[config.mk]
export PLATFORM = sky130hd
export DESIGN_NAME = mac_operand_feeder_flat
export DESIGN_NICKNAME = d
export VERILOG_FILES = /design/src/rtl/mac_operand_feeder_if.sv /design/src/rtl/mac_operand_feeder.sv /design/src/flat_wrapper.sv
export SDC_FILE = /design/constraint.sdc
export NUM_CORES = 1
export LEC_CHECK = 0
export BUFFER_PORTS_ARGS = -buffer_cell sky130_fd_sc_hd__buf_2
export CORE_MARGIN = 3
export CORE_UTILIZATION = 45
export DETAILED_ROUTE_END_ITERATION = 8
export SYNTH_ARGS = -nofsm -noshare
export SYNTH_HDL_FRONTEND = slang
export SYNTH_SLANG_ARGS = --single-unit
[constraint.sdc]
create_clock -name clk -period 6.5 [get_ports clk]
set_clock_uncertainty 0.1 [all_clocks]
set_input_delay 0.325 -clock clk [delete_from_list [all_inputs] [get_ports clk]]
set_output_delay 0.325 -clock clk [all_outputs]
set_load 0.02 [all_outputs]
[src/rtl/mac_operand_feeder_if.sv]
// mac_operand_feeder_if: configuration, operand-write and MAC-issue signals of mac_operand_feeder.
// MAC_FEEDER_STALL_CNT_EN adds the stall_cnt output.
interface mac_operand_feeder_if #(parameter int DW = 16);
    logic          cfg_req, cfg_float_int, cfg_ack;
    logic [7:0]    cfg_len;
    logic          a_valid, a_ready, b_valid, b_ready;
    logic [DW-1:0] a_data, b_data, mac_a, mac_b;
    logic          config_en, float_int, mac_valid_a, mac_valid_b, busy, vec_done;
    logic [7:0]    data_num;
`ifdef MAC_FEEDER_STALL_CNT_EN
    logic [15:0]   stall_cnt;
    modport slave (
        input  cfg_req, cfg_float_int, cfg_len, a_valid, a_data, b_valid, b_data,
        output cfg_ack, a_ready, b_ready, config_en, float_int, data_num,
               mac_a, mac_b, mac_valid_a, mac_valid_b, busy, vec_done, stall_cnt
    );
    modport master (
        output cfg_req, cfg_float_int, cfg_len, a_valid, a_data, b_valid, b_data,
        input  cfg_ack, a_ready, b_ready, config_en, float_int, data_num,
               mac_a, mac_b, mac_valid_a, mac_valid_b, busy, vec_done, stall_cnt
    );
`else
    modport slave (
        input  cfg_req, cfg_float_int, cfg_len, a_valid, a_data, b_valid, b_data,
        output cfg_ack, a_ready, b_ready, config_en, float_int, data_num,
               mac_a, mac_b, mac_valid_a, mac_valid_b, busy, vec_done
    );
    modport master (
        output cfg_req, cfg_float_int, cfg_len, a_valid, a_data, b_valid, b_data,
        input  cfg_ack, a_ready, b_ready, config_en, float_int, data_num,
               mac_a, mac_b, mac_valid_a, mac_valid_b, busy, vec_done
    );
`endif
endinterface

[src/rtl/mac_operand_feeder.sv]
// mac_operand_feeder: buffers A/B operand streams and issues time-aligned pairs to the MAC, one config per vector.
// Define MAC_FEEDER_STALL_CNT_EN to add stall_cnt (RUN cycles with exactly one operand FIFO empty).
module mac_operand_feeder #(
    parameter int DW    = 16,
    parameter int DEPTH = 8,
    parameter int AW    = 3
) (
    input  logic                clk,
    input  logic                rst_n,
    mac_operand_feeder_if.slave bus
);
    typedef enum logic [1:0] {IDLE, CONF, SETTLE, RUN} state_t;
    localparam logic [AW:0] FULL = (AW+1)'(DEPTH);
    state_t        state, state_d;
    logic [DW-1:0] a_mem [DEPTH];
    logic [DW-1:0] b_mem [DEPTH];
    logic [AW-1:0] a_wp, a_rp, b_wp, b_rp;
    logic [AW:0]   a_cnt, b_cnt, a_cnt_d, b_cnt_d;
    logic          a_rdy, b_rdy, a_push, b_push, accept, pop, last;
    logic [8:0]    issue_cnt, len_eff;
    logic [7:0]    len_q;
    logic          cfg_ack_q, float_q, valid_q, done_q, busy_q;
    logic [DW-1:0] mac_a_q, mac_b_q;

    assign len_eff = {len_q == 8'd0, len_q};

    always_ff @(posedge clk or negedge rst_n)
        if (!rst_n) state <= IDLE;
        else state <= state_d;

    always_comb begin
        accept  = state == IDLE && bus.cfg_req;
        pop     = state == RUN && a_cnt != '0 && b_cnt != '0;
        last    = pop && issue_cnt + 9'd1 == len_eff;
        state_d = accept ? CONF : state == CONF ? SETTLE : state == SETTLE ? RUN : last ? IDLE : state;
    end

    // ready is registered, so full is judged on the occupancy after this edge
    always_comb begin
        a_push  = bus.a_valid && a_rdy;
        b_push  = bus.b_valid && b_rdy;
        a_cnt_d = a_cnt + (AW+1)'(a_push) - (AW+1)'(pop);
        b_cnt_d = b_cnt + (AW+1)'(b_push) - (AW+1)'(pop);
    end

    always_ff @(posedge clk) begin
        if (a_push) a_mem[a_wp] <= bus.a_data;
        if (b_push) b_mem[b_wp] <= bus.b_data;
    end

    always_ff @(posedge clk or negedge rst_n)
        if (!rst_n) begin
            {a_wp, a_rp, b_wp, b_rp, a_cnt, b_cnt} <= '0;
            {a_rdy, b_rdy, cfg_ack_q, float_q, valid_q, done_q, busy_q} <= '0;
            issue_cnt <= '0;
            len_q     <= '0;
            mac_a_q   <= '0;
            mac_b_q   <= '0;
        end else begin
            a_cnt     <= a_cnt_d;
            b_cnt     <= b_cnt_d;
            a_rdy     <= a_cnt_d != FULL;
            b_rdy     <= b_cnt_d != FULL;
            cfg_ack_q <= accept;
            valid_q   <= pop;
            done_q    <= last;
            busy_q    <= state_d != IDLE;
            if (a_push) a_wp <= a_wp + AW'(1);
            if (b_push) b_wp <= b_wp + AW'(1);
            if (pop) begin
                a_rp      <= a_rp + AW'(1);
                b_rp      <= b_rp + AW'(1);
                mac_a_q   <= a_mem[a_rp];
                mac_b_q   <= b_mem[b_rp];
                issue_cnt <= issue_cnt + 9'd1;
            end
            if (accept) begin
                float_q   <= bus.cfg_float_int;
                len_q     <= bus.cfg_len;
                issue_cnt <= '0;
            end
        end

`ifdef MAC_FEEDER_STALL_CNT_EN
    logic [15:0] stall_q;
    always_ff @(posedge clk or negedge rst_n)
        if (!rst_n) stall_q <= '0;
        else if (accept || state == CONF) stall_q <= '0;
        else if (state == RUN && (a_cnt == '0) != (b_cnt == '0) && stall_q != 16'hFFFF) stall_q <= stall_q + 16'd1;
    assign bus.stall_cnt = stall_q;
`endif

    assign bus.a_ready     = a_rdy;
    assign bus.b_ready     = b_rdy;
    assign bus.cfg_ack     = cfg_ack_q;
    assign bus.config_en   = cfg_ack_q;
    assign bus.float_int   = float_q;
    assign bus.data_num    = len_q;
    assign bus.mac_a       = mac_a_q;
    assign bus.mac_b       = mac_b_q;
    assign bus.mac_valid_a = valid_q;
    assign bus.mac_valid_b = valid_q;
    assign bus.vec_done    = done_q;
    assign bus.busy        = busy_q;
endmodule

[src/flat_wrapper.sv]
// flat-port wrapper written by rule: the top's interface ports become plain ports
module mac_operand_feeder_flat 
#(
    parameter int DW    = 16,
    parameter int DEPTH = 8,
    parameter int AW    = 3
)
  (clk, rst_n, bus_cfg_req, bus_cfg_float_int, bus_cfg_len, bus_a_valid, bus_a_data, bus_b_valid, bus_b_data, bus_cfg_ack, bus_a_ready, bus_b_ready, bus_config_en, bus_float_int, bus_data_num, bus_mac_a, bus_mac_b, bus_mac_valid_a, bus_mac_valid_b, bus_busy, bus_vec_done);
  mac_operand_feeder_if #(.DW(DW)) bus_i ();
  input  logic clk;
  input  logic rst_n;
  input wire logic [$bits(bus_i.cfg_req)-1:0] bus_cfg_req;
  input wire logic [$bits(bus_i.cfg_float_int)-1:0] bus_cfg_float_int;
  input wire logic [$bits(bus_i.cfg_len)-1:0] bus_cfg_len;
  input wire logic [$bits(bus_i.a_valid)-1:0] bus_a_valid;
  input wire logic [$bits(bus_i.a_data)-1:0] bus_a_data;
  input wire logic [$bits(bus_i.b_valid)-1:0] bus_b_valid;
  input wire logic [$bits(bus_i.b_data)-1:0] bus_b_data;
  output wire logic [$bits(bus_i.cfg_ack)-1:0] bus_cfg_ack;
  output wire logic [$bits(bus_i.a_ready)-1:0] bus_a_ready;
  output wire logic [$bits(bus_i.b_ready)-1:0] bus_b_ready;
  output wire logic [$bits(bus_i.config_en)-1:0] bus_config_en;
  output wire logic [$bits(bus_i.float_int)-1:0] bus_float_int;
  output wire logic [$bits(bus_i.data_num)-1:0] bus_data_num;
  output wire logic [$bits(bus_i.mac_a)-1:0] bus_mac_a;
  output wire logic [$bits(bus_i.mac_b)-1:0] bus_mac_b;
  output wire logic [$bits(bus_i.mac_valid_a)-1:0] bus_mac_valid_a;
  output wire logic [$bits(bus_i.mac_valid_b)-1:0] bus_mac_valid_b;
  output wire logic [$bits(bus_i.busy)-1:0] bus_busy;
  output wire logic [$bits(bus_i.vec_done)-1:0] bus_vec_done;
  assign bus_i.cfg_req = bus_cfg_req;
  assign bus_i.cfg_float_int = bus_cfg_float_int;
  assign bus_i.cfg_len = bus_cfg_len;
  assign bus_i.a_valid = bus_a_valid;
  assign bus_i.a_data = bus_a_data;
  assign bus_i.b_valid = bus_b_valid;
  assign bus_i.b_data = bus_b_data;
  assign bus_cfg_ack = bus_i.cfg_ack;
  assign bus_a_ready = bus_i.a_ready;
  assign bus_b_ready = bus_i.b_ready;
  assign bus_config_en = bus_i.config_en;
  assign bus_float_int = bus_i.float_int;
  assign bus_data_num = bus_i.data_num;
  assign bus_mac_a = bus_i.mac_a;
  assign bus_mac_b = bus_i.mac_b;
  assign bus_mac_valid_a = bus_i.mac_valid_a;
  assign bus_mac_valid_b = bus_i.mac_valid_b;
  assign bus_busy = bus_i.busy;
  assign bus_vec_done = bus_i.vec_done;
  mac_operand_feeder #(.DW(DW), .DEPTH(DEPTH), .AW(AW)) u_core (.clk(clk), .rst_n(rst_n), .bus(bus_i));
endmodule
# After elaboration in Yosys (flattened, before gate mapping)
# Memory sizes are Yosys's and may differ from the RTL's. A register that Yosys moved wholly into a read port is not among the register bits.
# Index checks and enable logic that the tools add are counted.
[totals] romBits=0 inputBits=46 output_inout_bits=49 latchBits=0 ramBits=256 memories=2 wordCells=57 register_bits=46
[classes] addsub=9 n_shift=0 div=0 eq_ne=6 bitwise_logic=0 muxes=10 n_mul=0 n_lt_le_gt_ge=0 n_reduce_logical=14
[memory_table] name="u_core.a_mem" words=8 word_bits=16 rd=1 rd_clocked_by_memory_dff=1 write_ports=1 line="mac_operand_feeder.sv:15" text="logic [DW-1:0] a_mem [DEPTH];"
[memory_table] name="u_core.b_mem" words=8 word_bits=16 rd=1 rd_clocked_by_memory_dff=1 write_ports=1 line="mac_operand_feeder.sv:16" text="logic [DW-1:0] b_mem [DEPTH];"
[ops] op="$mux 9" count=2
[ops] op="$add 3x1->3 const B" count=4
[ops] op="$add 9x1->9 const B" count=1
[ops] op="$eq 9x9->1" count=1
[ops] op="$add 4x1->4" count=2
[ops] op="$logic_not 8->1" count=1
[ops] op="$mux 2" count=4
[ops] op="$ne 4x4->1 const B" count=2
[ops] op="$reduce_bool 4->1" count=2
[ops] op="$sub 4x1->4" count=2
[ops] op="$logic_and 1x1->1" count=6
[ops] op="$eq 2x2->1 const B" count=2
[ops] op="$mux 1" count=4
[ops] op="$reduce_bool 2->1" count=2
[ops] op="$eq 2x1->1 const B" count=1
[ops] op="$logic_not 1->1" count=2
[ops] op="$logic_not 2->1" count=1

# Depth between registers and ports, before layout
# Gate-level depths: netlist (run 1).
[depth] ltp_word=9 mapped_depth=14 mapped_depth_nobuf=12

# Worst setup path after synthesis (run 1)
# OpenSTA, ideal clock, no wires.
[synth_timing] kind="register -> register" from="register u_core.a_cnt[2]" to="register u_core.a_rdy (netlist: u_core.bus.a_ready)" n_path_buf=2 t_arrival_ns=2.884 slack_ns=3.377 stages_incl_launch_ff=15 required_time_ns=6.262 path_cell_list="dfrtp_1 inv_1 ha_1 nor3b_2 or3_1 buf_6 inv_2 buf_4 ha_1 inv_1 ha_1 inv_1 fa_1 inv_1 or4b_1"
[synth_via] elab_chain_len=5 elab_cells_between_ends=6
[synth_rtl] element="from (decl)" line="mac_operand_feeder.sv:18" text="logic [AW:0] a_cnt, b_cnt, a_cnt_d, b_cnt_d;"
[synth_rtl] element="from (signal assigned)" line="mac_operand_feeder.sv:60" text="a_cnt <= a_cnt_d;"
[synth_rtl] element="$reduce_bool 4->1" line="mac_operand_feeder.sv:33" text="pop = state == RUN && a_cnt != '0 && b_cnt != '0;"
[synth_rtl] element="$logic_and 1x1->1 (2 in a row)" line="mac_operand_feeder.sv:33"
[synth_rtl] element="via u_core.pop" line="mac_operand_feeder.sv:19" text="logic a_rdy, b_rdy, a_push, b_push, accept, pop, last;"
[synth_rtl] element="$sub 4x1->4" line="mac_operand_feeder.sv:42" text="a_cnt_d = a_cnt + (AW+1)'(a_push) - (AW+1)'(pop);"
[synth_rtl] element="via u_core.a_cnt_d[1]" line="mac_operand_feeder.sv:18"
[synth_rtl] element="$ne 4x4->1" line="mac_operand_feeder.sv:62" text="a_rdy <= a_cnt_d != FULL;"
[synth_rtl] element="to (signal assigned)" line="mac_operand_feeder.sv:54" text="{a_rdy, b_rdy, cfg_ack_q, float_q, valid_q, done_q, busy_q} <= '0;"
[synth_rtl] element="to (signal assigned)" line="mac_operand_feeder.sv:62"
[synth_rtl] element="to (decl)" line="mac_operand_feeder.sv:19"
# The timed path passes the listed nets, and every way through them passes these cells.
# A chain may end at the register's enable or synchronous reset.

# Final worst setup path (run 1)
[layout_timing] from="register u_core.a_cnt[2]" to="register u_core.b_rdy (netlist: u_core.bus.b_ready)"
[layout_via] elab_chain_len=5
[layout_rtl] element="$reduce_bool 4->1" line="mac_operand_feeder.sv:33"
[layout_rtl] element="$logic_and 1x1->1 (2 in a row)" line="mac_operand_feeder.sv:33"
[layout_rtl] element="$sub 4x1->4" line="mac_operand_feeder.sv:43" text="b_cnt_d = b_cnt + (AW+1)'(b_push) - (AW+1)'(pop);"
[layout_rtl] element="via u_core.b_cnt_d[3]" line="mac_operand_feeder.sv:18"
[layout_rtl] element="$ne 4x4->1" line="mac_operand_feeder.sv:63" text="b_rdy <= b_cnt_d != FULL;"
[layout_rtl] element="to (signal assigned)" line="mac_operand_feeder.sv:54"
[layout_rtl] element="to (signal assigned)" line="mac_operand_feeder.sv:63"
[layout_rtl] element="to (decl)" line="mac_operand_feeder.sv:19"
# The timed path passes the listed nets, and every way through them passes these cells.

==> flow_summary.json, run 1 <==
{
  "ys_seq_area_share_pct": 72.8,
  "post-cts-setup-buffers": 0,
  "multi_input_area_mm2": 0.00341,
  "postSynthCellCount": 717,
  "regArea_mm2": 0.00964,
  "max_freq_mhz": 294,
  "synthMuxAreaShare_pct": 14.3,
  "viasPerCell": 5.27,
  "routed_wl_um": 25600,
  "power.switching_w": 0.00224,
  "synth_edf_count": 256,
  "drc": 0,
  "combPwrFrac_pct": 28.5,
  "ys_types": 43,
  "vias": 6707,
  "io_pins": 95,
  "numClockSinks": 334,
  "fp.dieW_um": 177,
  "track_usage_pct": 16.8,
  "syn_area_mm2": 0.0132,
  "grt_util_met3_pct": 3.00,
  "cts.clk_slew.worst_paths_ns": 0.06,
  "busiest_layer": "met2",
  "path_class": "flip-flop to flip-flop",
  "cts_tree": "done",
  "instances_no_fill": 1272,
  "h-tree-depth": 2,
  "min-delay-path-class": "primary input to async pin",
  "gp_congestion": 0.796,
  "p_leak_nw": 5.75,
  "swShare_pct": 31.4,
  "clock_latency_ns": 0.51,
  "firstDrtPassIters": 4,
  "root_buffer": "clkbuf_16",
  "hold_viol": 0,
  "worstPathMaxFanout": 13,
  "syn_nets": 780,
  "die_h_um": 177,
  "use_met2_pct": 28.8,
  "synth-xor-area-share_pct": 1.75,
  "synth-seq-cells": 334,
  "dp.cells": 1165,
  "fillers": 2259,
  "async_flop_share_pct": 23.4,
  "clockPowerShare_pct": 28.2,
  "maxCapViolations": 0,
  "antenna_left": 0,
  "reg2reg_slack_ns": 3.09,
  "wire_per_inst_um": 20.1,
  "worstReg2RegStart": "u_core.a_cnt[2]",
  "initialDrtViolationCount": 510,
  "ys_warn_count": 0,
  "p_per_area_mw_per_mm2": 453,
  "synth_fa_ha_area_share_pct": 1.72,
  "slew_violations": 0,
  "worst_ep_arrival_time_ns": 3.69,
  "grt_first_pass_wirelength_um": 40500,
  "syn_to_final_growth_pct": 19.0,
  "grt_setup_unrepaired": "false",
  "globalRoute.totalOverflow": 0,
  "port_buffers": 94,
  "status": "finished, final reports clean",
  "min_period_over_period_pct": 52.4,
  "cts-resized-gates": 0,
  "antenna_found_initial": 0,
  "initial_utilization_pct": 45.9,
  "synth_compound_area_share_pct": 2.57,
  "reg2regPathDepth": 12,
  "worst_r2r_endpoint": "u_core.bus.b_ready",
  "grt_pass1_vias": 7271,
  "drive_gt1_share_pct": 29.4,
  "synth_top_family_by_area": "multiplexers",
  "finalCriticalPeriod_ns": 3.41,
  "fin_nets": 924,
  "final-setup-viol-count": 0,
  "place_hpwl_um": 14900,
  "p_int_w": 0.00489,
  "numCtsBuffers": 35,
  "start_kind": "flip-flop",
  "grtUsageMet1_pct": 22.2,
  "endpoint_kind": "flip-flop",
  "grt_max_degree": 81,
  "max-clock-path-buffers": 3,
  "dieArea_mm2": 0.0315,
  "worst_pin_slew_ns": 1.13,
  "cts_hold_buffers": 43,
  "max_slew_margin_pct": 24.1,
  "synth_simple_gate_area_share_pct": 4.49,
  "timing.setup.tns_ns": 0,
  "p_seq_share_pct": 43.4,
  "syn_area_per_cell_um2": 18.5,
  "core_area_mm2": 0.0289,
  "diodes": 0,
  "num_rows": 62,
  "peakVddDrop_v": 0.000223,
  "synth-main-ff-cell": "edfxtp_1",
  "cp.required_ns": 6.78
}
==> power groups by stage <==
stage,Combinational [W],Sequential (W),Clock [W]
after global placement,0.00197,0.00311,0
after global routing,0.00225,0.00314,0.00214
after CTS,0.00208,0.00310,0.00206
after floorplan,0.00150,0.00307,0
final,0.00203,0.00309,0.00201
after detailed placement,0.00205,0.00314,0
==> cell usage after synthesis (all sizes together), types with 4 or more instances <==
cell type | n | area share (%)
edfxtp | 256 | 58
dfrtp | 78 | 15
mux4 | 64 | 11
nand2 | 60 | 1.7
o21ai | 46 | 1.7
mux2i | 33 | 2.5
buf | 30 | 1.5
inv | 22 | 0.62
xnor2 | 16 | 1.1
ha | 15 | 1.4
nor2 | 15 | 0.43
mux2 | 11 | 0.94
nor3 | 10 | 0.46
clkbuf | 7 | 0.20
nand3 | 7 | 0.34
nor4 | 6 | 0.51
a21oi | 5 | 0.19
xor2 | 5 | 0.33
nand2b | 4 | 0.19
==> cells in the final DEF, fill, tap and decap left out, drive strengths merged, types with 10 or more instances in the layout <==
cell type    instances
mux2i               33
dlygate4sd3         43
mux2                11
xnor2               16
nor2                15
buf                101
edfxtp             256
inv                 26
clkinv              12
nand2               60
dfrtp               78
nor3                10
o21ai               46
mux4                64
clkbuf              39
ha                  15
==> worst max-delay path: stages (launching register included) <==
cell     delay [ns]
dfrtp_1        0.32
inv_1          0.06
ha_1           0.18
nor3b_2        0.17
or3_2          0.50
inv_2          0.22
ha_1           0.26
inv_1          0.07
ha_1           0.30
a21o_1         0.18
a21oi_1        0.20
xor2_1         0.24
or4b_1         0.47
==> worst max-delay path by stage <==
| stage | cells past startpoint | slack [ns] | to | from |
|---|---|---|---|---|
| detailed placement | 12 | 3.08 | u_core.bus.b_ready | u_core.a_cnt[2] |
| floorplan | 14 | 3.38 | u_core.bus.a_ready | u_core.a_cnt[2] |
| global route | 12 | 2.84 | u_core.bus.b_ready | u_core.a_cnt[2] |
| global placement | 12 | 3.27 | u_core.bus.a_ready | u_core.a_cnt[2] |
| CTS | 12 | 3.04 | u_core.bus.b_ready | u_core.a_cnt[2] |
| finish | 12 | 3.09 | u_core.bus.b_ready | u_core.a_cnt[2] |
==> routing by layer <==
metal  vias up  wire length, um
met2       129            13200
met3        38             1150
met5         -                0
li1       3071                -
met1      3469            10800
met4         0              520
==> kinds of logic after synthesis <==
logic type / Yosys count
adder cells (fa/ha/maj): 17
AO/OA/AOI/OAI: 60
flip-flops: 334
XOR/XNOR: 23
multiplexers: 108
AND/OR/NAND/NOR: 116
buffers and inverters: 59
==> per-stage QoR <==
stage	total power [W]	instance area (um^2)	utilization (%)	hold slack, ns	setup WS (ns)
floorplan	0.00457	13200	-	-0.0706	3.38
global placement	0.00508	14100	49.0	0.157	3.27
detailed placement	0.00519	14100	49.0	0.158	3.08
CTS	0.00724	15700	54.6	0.162	3.04
global route	0.00753	15700	54.6	0.181	2.84
finish	0.00713	15700	54.6	0.157	3.09
==> cell type report <==
cell class | count | area share, %
clock inverters | 25 | 1.72
clock buffers | 39 | 5.72
inverters | 22 | 0.525
well taps | 384 | 3.05
flip-flops and latches | 334 | 61.3
repair buffers | 144 | 6.07
multi-input cells | 324 | 21.6
==> registers in the layout (all words and copies together) (netlist names), 2 cells and up <==
name                 flops
u_core.a_mem           128
u_core.b_mem           128
u_core.bus.mac_a        16
u_core.bus.mac_b        16
u_core.issue_cnt         9
u_core.bus.data_num      8
u_core.a_cnt             4
u_core.b_cnt             4
u_core.a_rp              3
u_core.a_wp              3
u_core.b_rp              3
u_core.b_wp              3
u_core.state             2
(Power assumes the default switching activity.)
==> inputs of run 2 (changes only) <==
==> constraint.sdc (replaced) <==
create_clock -name clk -period 2.95 [get_ports clk]
set_clock_uncertainty 0.1 [all_clocks]
set_input_delay 0.1475 -clock clk [delete_from_list [all_inputs] [get_ports clk]]
set_output_delay 0.1475 -clock clk [all_outputs]
set_load 0.02 [all_outputs]
==> run 2 against run 1 <==
  * Utilization is 0.71 points higher
  * Global-route usage increased by 0.36 points
  * Register-to-register slack lost 3.0 ns
  * Critical path depth unchanged
  * Clock power rose by 110%
  * Count of clock-buffer cells in the layout grew 13
  * Total power increased by 120%
  * Die area stayed put
  * Worst setup slack worse by 3.0 ns
  * Routed wire length is 3.9% higher
  * Largest cell class unchanged
==> flow_summary.json, run 2 (same netlist as run 1, synthesis figures left out) <==
{
  "cts.clk_slew.worst_paths_ns": 0.06,
  "slowest_stage": "fa_1",
  "core_area_mm2": 0.0289,
  "viasPerCell": 5.29,
  "gp_congestion": 0.812,
  "grt_pass1_vias": 7389,
  "path_delay_family": "simple AND/OR/NAND/NOR gates",
  "grt_max_degree": 81,
  "grt_util_met3_pct": 3.15,
  "place_area_mm2": 0.0143,
  "grtUsageMet1_pct": 22.9,
  "worst_pin_slew_ns": 0.877,
  "final_area_mm2": 0.0159,
  "slowest_delay_ns": 0.52,
  "max-clock-path-buffers": 3,
  "fp.dieW_um": 177,
  "worst_ep_arrival_time_ns": 3.18,
  "swShare_pct": 31.5,
  "holdPathStages": 3,
  "firstDrtPassIters": 6,
  "hold_slack_ns": 0.0710,
  "final_cell_mix": "edfxtp_1, buf_2, dfrtp_1",
  "io_pins": 95,
  "fin_nets": 954,
  "reg2regPathDepth": 12,
  "cts_tree": "done",
  "p_int_w": 0.0109,
  "diodes": 0,
  "p_leak_nw": 5.88,
  "use_met2_pct": 29.7,
  "place_hpwl_um": 15800,
  "top_regs": "u_core.a_mem x128, u_core.b_mem x128",
  "worst-path-buf-inv": 5,
  "slew_violations": 0,
  "finalCriticalPeriod_ns": 2.90,
  "combPwrFrac_pct": 31.4,
  "final-setup-viol-count": 0,
  "dieArea_mm2": 0.0315,
  "status": "finished, final reports clean",
  "cp.required_ns": 3.23,
  "p_per_area_mw_per_mm2": 995,
  "min-delay-path-class": "primary input to flip-flop",
  "power.switching_w": 0.00499,
  "wire_per_inst_um": 20.4,
  "path_cells": "inv_2 -> ha_2 -> nor3b_4 -> or3_4 -> inv_6 -> ha_4 -> inv_2 -> ha_4 -> inv_2 -> fa_1 -> inv_2 -> or4b_4",
  "initial_utilization_pct": 45.9,
  "maxCapViolations": 0,
  "max_slew_margin_pct": 41.6,
  "crit_top_cell": "inv_2",
  "grt_first_pass_wirelength_um": 41500,
  "drc": 0,
  "multi_input_area_mm2": 0.00342,
  "path_class": "flip-flop to flip-flop",
  "start_kind": "flip-flop",
  "p_seq_share_pct": 42.2,
  "max_freq_mhz": 345,
  "antenna_left": 0,
  "globalRoute.totalOverflow": 0,
  "cp.depth": 12,
  "endpoint_kind": "flip-flop",
  "vias": 6899,
  "h-tree-depth": 2,
  "regArea_mm2": 0.00964,
  "initialDrtViolationCount": 557,
  "dp.cells": 1191,
  "drive_gt1_share_pct": 32.3,
  "hold_viol": 0,
  "syn_to_final_growth_pct": 20.5,
  "layout_setup_ws_ns": 0.0518,
  "antenna_found_initial": 0,
  "port_buffers": 94,
  "track_usage_pct": 17.2,
  "fillers": 2311,
  "peakVddDrop_v": 0.000463,
  "min_period_over_period_pct": 98.2,
  "die_h_um": 177,
  "mostFrequentLayoutCell": "edfxtp_1",
  "routed_wl_um": 26600,
  "worstPathMaxFanout": 4,
  "root_buffer": "clkbuf_16",
  "instances_no_fill": 1303,
  "grt_setup_unrepaired": "true",
  "busiest_layer": "met2",
  "clockPowerShare_pct": 26.5,
  "post-place-ws_ns": -0.0931,
  "num_rows": 62,
  "numClockSinks": 334,
  "clock_latency_ns": 0.51,
  "numCtsBuffers": 36
}
## run 2: cell types whose count changed in the layout (fill, tap and decap cells not counted), moves of 5 or more
cell / delta
bufinv_16: -5
nor3_2: +8
nor3_4: -8
nor2_1: +6
inv_2: +5
clkbuf_1: +5
ha_1: -5
buf_4: +28
clkbuf_8: +6
inv_1: -7
nor2_2: -6
## run 2: routing by layer
metal,up-vias,wire length (um)
met3,31,1200
met1,3593,11500
li1,3121,-
met2,154,13500
met4,0,321
met5,-,0
## run 2: final cells by class
type                            count  area share (%)
Multi-Input combinational cell    324            21.4
Inverter                           22           0.565
Timing Repair Buffer              173            7.44
Clock buffer                       52            6.60
Clock inverter                     14           0.479
Sequential cell                   334            60.5
Tap cell                          384            3.01
## run 2: power by group through the flow
stage	Clock (W)	Combinational (W)	Sequential, W
floorplan	0	0.00341	0.00676
global placement	0	0.00468	0.00672
detailed placement	0	0.00485	0.00679
CTS	0.00432	0.00492	0.00670
global route	0.00452	0.00542	0.00680
finish	0.00420	0.00498	0.00669
## run 2: timing repair
action,CTS,global route
hold endpoints to repair,307,0
cloned,0,0
gates resized for setup,2,9
setup buffers,0,3
endpoints found under the setup margin,2,2
hold buffers,43,0
pin swaps,0,6
## run 2: worst register-to-register path, stage by stage (launching register included)
cell and delay [ns]:
dfrtp_1 0.34, inv_2 0.04, ha_2 0.17, nor3b_4 0.14
or3_4 0.42, inv_6 0.09, ha_4 0.19, inv_2 0.06
ha_4 0.12, inv_2 0.04, fa_1 0.52, inv_2 0.05
or4b_4 0.50
## run 2: worst paths after layout
check                               startpoint              endpoint  slack [ns]
max in group asynchronous                rst_n  u_core.bus.mac_a[15]        1.86
min in group asynchronous                rst_n    u_core.bus.cfg_ack        0.08
max reg2reg                    u_core.b_cnt[2]    u_core.bus.a_ready        0.05
min reg2reg                u_core.bus.mac_a[9]   u_core.bus.mac_a[9]        0.37
max                            u_core.b_cnt[2]    u_core.bus.a_ready        0.05
min                                bus_a_valid        u_core.a_wp[0]        0.07
## run 2: metrics by stage
stage | setup TNS, ns | power [W] | utilization [%]
final | 0 | 0.0159 | 55.3
after global routing | -0.0587 | 0.0167 | 55.3
after CTS | 0 | 0.0159 | 55.1
after detailed placement | -0.179 | 0.0116 | 49.7
after global placement | 0 | 0.0114 | 49.7
after floorplan | -0.0531 | 0.0102 | -
